[config.mk]
export PLATFORM = sky130hd
export DESIGN_NAME = fifo_rd_drain
export DESIGN_NICKNAME = d
export VERILOG_FILES = /design/src/rtl/fifo_rd_drain.sv
export SDC_FILE = /design/constraint.sdc
export NUM_CORES = 1
export LEC_CHECK = 0
export ABC_CLOCK_PERIOD_IN_PS = 2360
export BUFFER_PORTS_ARGS = -buffer_cell sky130_fd_sc_hd__buf_2
export CAP_MARGIN = 20
export CORE_ASPECT_RATIO = 0.5
export CORE_MARGIN = 2
export CORE_UTILIZATION = 55
export CTS_CLUSTER_SIZE = 28
export DETAILED_ROUTE_END_ITERATION = 10
export PLACE_DENSITY = 0.88
export SLEW_MARGIN = 25
export SYNTH_ARGS = -nofsm -noshare
export SYNTH_HDL_FRONTEND = slang
export SYNTH_SLANG_ARGS = --single-unit
[constraint.sdc]
create_clock -name r_clk -period 2.36 [get_ports r_clk]
set_input_delay 0.354 -clock r_clk [delete_from_list [all_inputs] [get_ports r_clk]]
set_output_delay 0.354 -clock r_clk [all_outputs]
set_load 0.01 [all_outputs]
[src/rtl/fifo_rd_drain.sv]
// Read-side FIFO drain: issues rd_req against a credit count, captures data_out into a
// ring skid buffer and re-presents it on a valid/ready stream. FIFO_RD_STATS_EN adds rd_count.

package fifo_rd_drain_pkg;
    parameter int DATA_WIDTH = 8;
endpackage

module fifo_rd_drain #(
    parameter int DATA_WIDTH = fifo_rd_drain_pkg::DATA_WIDTH,
    parameter int BUF_DEPTH  = 4,
    parameter int CNT_WIDTH  = 16
) (
    input  logic                           r_clk,
    input  logic                           rrst,
    input  logic                           drain_en,
    input  logic                           fifo_empty,
    input  logic [DATA_WIDTH-1:0]          data_out,
    output logic                           rd_req,
    output logic                           m_valid,
    input  logic                           m_ready,
    output logic [DATA_WIDTH-1:0]          m_data,
    output logic [$clog2(BUF_DEPTH+1)-1:0] buf_count
`ifdef FIFO_RD_STATS_EN
    ,
    output logic [CNT_WIDTH-1:0]           rd_count
`endif
);

    localparam int PW = $clog2(BUF_DEPTH);
    localparam int CW = $clog2(BUF_DEPTH+1);
    localparam logic [PW-1:0] LAST_PTR = PW'(BUF_DEPTH - 1);

    if (BUF_DEPTH < 3 || BUF_DEPTH > 16 || CNT_WIDTH < 1) begin : g_bad_param
        $error("fifo_rd_drain: BUF_DEPTH must be 3..16 and CNT_WIDTH >= 1");
    end

    logic [DATA_WIDTH-1:0] buffer [BUF_DEPTH];
    logic [PW-1:0]         wptr;
    logic [PW-1:0]         rptr;
    logic                  rd_pend;
    logic                  active;
    logic                  push;
    logic                  pop;
    logic [CW:0]           credit;

    function automatic logic [PW-1:0] next_ptr(input logic [PW-1:0] p);
        return (p == LAST_PTR) ? '0 : p + PW'(1);
    endfunction

    // Credits count the in-flight word too, so a full buffer can never be overrun.
    assign credit  = {1'b0, buf_count} + (CW+1)'(rd_pend);
    assign rd_req  = active & drain_en & ~fifo_empty & (credit < (CW+1)'(BUF_DEPTH));
    assign push    = rd_pend;
    assign m_valid = (buf_count != '0);
    assign pop     = m_valid & m_ready;
    assign m_data  = m_valid ? buffer[rptr] : '0;

    // NOTE: state registers use non-blocking assignments so every flop samples pre-edge values.
    always_ff @(posedge r_clk or negedge rrst) begin
        if (!rrst) begin
            active    <= 1'b0;
            rd_pend   <= 1'b0;
            wptr      <= '0;
            rptr      <= '0;
            buf_count <= '0;
        end else begin
            active  <= 1'b1;
            rd_pend <= rd_req;
            if (push) wptr <= next_ptr(wptr);
            if (pop)  rptr <= next_ptr(rptr);
            case ({push, pop})
                2'b10:   buf_count <= buf_count + CW'(1);
                2'b01:   buf_count <= buf_count - CW'(1);
                default: buf_count <= buf_count;
            endcase
        end
    end

    // NOTE: storage has no reset; m_data is gated by m_valid so stale entries never show.
    always_ff @(posedge r_clk) begin
        if (push) buffer[wptr] <= data_out;
    end

`ifdef FIFO_RD_STATS_EN
    always_ff @(posedge r_clk or negedge rrst) begin
        if (!rrst) begin
            rd_count <= '0;
        end else if (rd_req) begin
            rd_count <= rd_count + CNT_WIDTH'(1);
        end
    end
`else
    // Read statistics are not built in this configuration.
`endif

endmodule

==> flow_summary.ini <==
[placed_design]
placed_cells = 158
gp_congestion = 0.726
dp_hpwl_mm = 1.83
port_buffers = 25
pre_cts_slack_ns = 0.376

[cts]
htreeDepth = 2
clock_latency_ns = 0.30
post_cts_buffers = 0
cts_tree = done
clkSinkCount = 41
root_buffer = clkbuf_8
clk_pin_slew_ns = 0.08
clk_path_buf_depth = 2
cts_buffers = 5

[setup_path]
critPathTopFamily = flip-flops
worst-path-max-fanout = 11
slowest_stage = dfrtp_2
cp-end-kind = output pin
worstPathCellList = mux4_2, and2_2, buf_2
cp-start-kind = flip-flop
setup.worst_path.class = reg -> out
critPathLaunch = rptr[0]$_DFFE_PN0P_
arrival_ns = 1.77
slowest_delay_ns = 0.57
r2r_cells = 8
critPathRequiredTime_ns = 2.01
cp_num_cells = 3
crit_buf_inv = 1
r2r-start = buf_count[1]$_DFFE_PN0P_

[yosys]
synth-async-reset-ratio = 0.220
synth.top_cell.area_share = 0.560
synth_top_family_by_area = multiplexers
yosysTopAreaCell = edfxtp_1
syn_avg_cell_area_um2 = 18.1
synthSimpleGateAreaFrac = 0.0736
synthAdderAreaFrac = 0.0554
ys_seq_area_frac = 0.691
synth.distinct_cells = 23
synth_compound_area_frac = 0.00948
synth_nets = 115
synth_xor_area_frac = 0.0153
synthCells = 95
synth_most_common_cell = edfxtp_1
yosysWarningCount = 0
yosys-top-cells-count = edfxtp_1, dfrtp_1, and2_2, mux4_2
ys.flop_type = edfxtp_1
ys_top_cells_by_area = edfxtp_1, dfrtp_1, mux4_2
ys_seq_elements = 41
muxShareOfSynthArea = 0.128
synth_area_um2 = 1720
synth-edff-count = 32

[floorplanning]
die_h_um = 43.5
start_util = 0.573
die-area_um2 = 3610
coreArea_um2 = 3000
fp.dieW_um = 83.0
num_rows = 14
io-pin-count = 26

[power]
total_power_mw = 2.29
switching_share = 0.293
combPwrFrac = 0.307
p_sw_mw = 0.670
p_int_mw = 1.62
power-per-cell-area_nw_per_um2 = 1140
power.leakage_nw = 0.781
peakVddDrop_mv = 0.715
p_clk_frac = 0.257
seqPwrFrac = 0.436

[hold_path]
holdPathStages = 1
hold_class = in -> reg
holdCritStartpoint = data_out[1]

[global_route]
grt_pass1_vias = 891
grt_antenna_before_repair = 0
grt_pass1_wl_mm = 4.34
gr-total-overflow = 0
grt_max_degree = 14
track_usage = 0.170

[routing]
drt_iter0_markers = 66
vias = 854
vias_per_cell = 5.11
drtPass1Iterations = 4
drtAntennaViolNets = 0
routedWlPerCell_um = 16.3
wl_mm = 2.72
drcViolationCount = 0

[job]
max_cap_violations = 0

[sta]
fin_crit_ns = 2.12
rsz0062_at_grt = no
slew_violations = 0
setup_ws_ns = 0.240
hold_viol = 0
clock_skew_ns = 0.00718
setup_viol = 0
min_period_over_period = 0.898
totalNegativeSetupSlack_ns = 0
max_freq_mhz = 472

[cells_and_area]
diodes = 0
final_cells = 167
syn_to_final_growth_pct = 17.1
drive_above_1_share = 0.425
final_nets = 146
fin_util = 0.671

[status]
status = completed
-- kinds of logic after synthesis --
family / Yosys count
xor gates and xnor gates: 3
buffers and inverters: 9
other: 1
DFF: 41
muxes: 11
AOI/OAI and AO/OA: 3
adders and majority gates: 7
and+or+nand+nor: 20
-- power groups by stage --
| stage | Sequential, mW | Clock (mW) | Combinational (mW) |
|---|---|---|---|
| 2_1_floorplan | 0.941 | 0 | 0.558 |
| 3_3_place_gp | 1.01 | 0 | 0.671 |
| 3_5_place_dp | 1.01 | 0 | 0.707 |
| 4_1_cts | 0.998 | 0.595 | 0.715 |
| 5_1_grt | 1.02 | 0.622 | 0.766 |
| 6_report | 0.996 | 0.587 | 0.703 |
-- what timing repair did --
action | 4_1_cts | 5_1_grt
setup endpoints to repair | 0 | 8
hold buffers | 1 | 0
gates resized for setup | 0 | 1
hold endpoints to repair | 9 | 0
-- through the flow --
step	hold WS (ns)	cell area (um^2)
after global placement	0.221	1880
after floorplan	0.0584	1720
after detailed placement	0.230	1880
final	0.269	2010
after global routing	0.267	2010
after CTS	0.266	2010
-- sequential cells by signal, summed over array words and instances, names as in the netlist --
signal and flops:
buf_count 3, buffer 32, wptr 2, push 1, rptr 2, active 1
-- path summary, 6_finish.rpt --
path | end | slack (ns)
max | m_data[6] | 0.24
min | buffer[3][1]$_DFFE_PP_ | 0.27
max reg2reg | buf_count[2]$_DFFE_PN0P_ | 0.40
min reg2reg | push$_DFF_PN0_ | 0.51
max in group asynchronous | rptr[0]$_DFFE_PN0P_ | 1.67
min in group asynchronous | rptr[1]$_DFFE_PN0P_ | 0.48
-- layer usage --
layer  part of all wire  GRT usage  vias up
met5                  0          0        -
met4              0.019     0.0918        0
met3              0.051     0.0533        6
met2               0.50      0.273       27
met1               0.43      0.215      415
li1                   -          -      406
-- cell type report --
type,count,area (um^2)
Clock inverter,2,37.5
Tap cell,40,50.0
Timing Repair Buffer,27,143
Clock buffer,6,82.6
Multi-Input combinational cell,45,488
Inverter,6,22.5
Fill cell,191,985
Sequential cell,41,1190
-- placed cells by master, fill, tap and decap left out --
cell type	instances
nor2_1	3
and2_4	1
dlygate4sd3_1	1
and2_2	8
inv_1	6
a31oi_1	1
and2_1	4
clkinvlp_4	1
ha_1	6
bufinv_16	1
buf_2	25
buf_4	1
mux2_4	2
nand3_1	1
clkbuf_8	6
or3_1	2
dfrtp_2	1
conb_1	1
dfrtp_1	8
mux2i_1	1
fa_1	1
mux4_2	8
o21ai_0	2
nand2_1	1
edfxtp_1	32
xnor2_1	1
xor2_1	2
No activity file was read; power rests on OpenSTA's default activity.
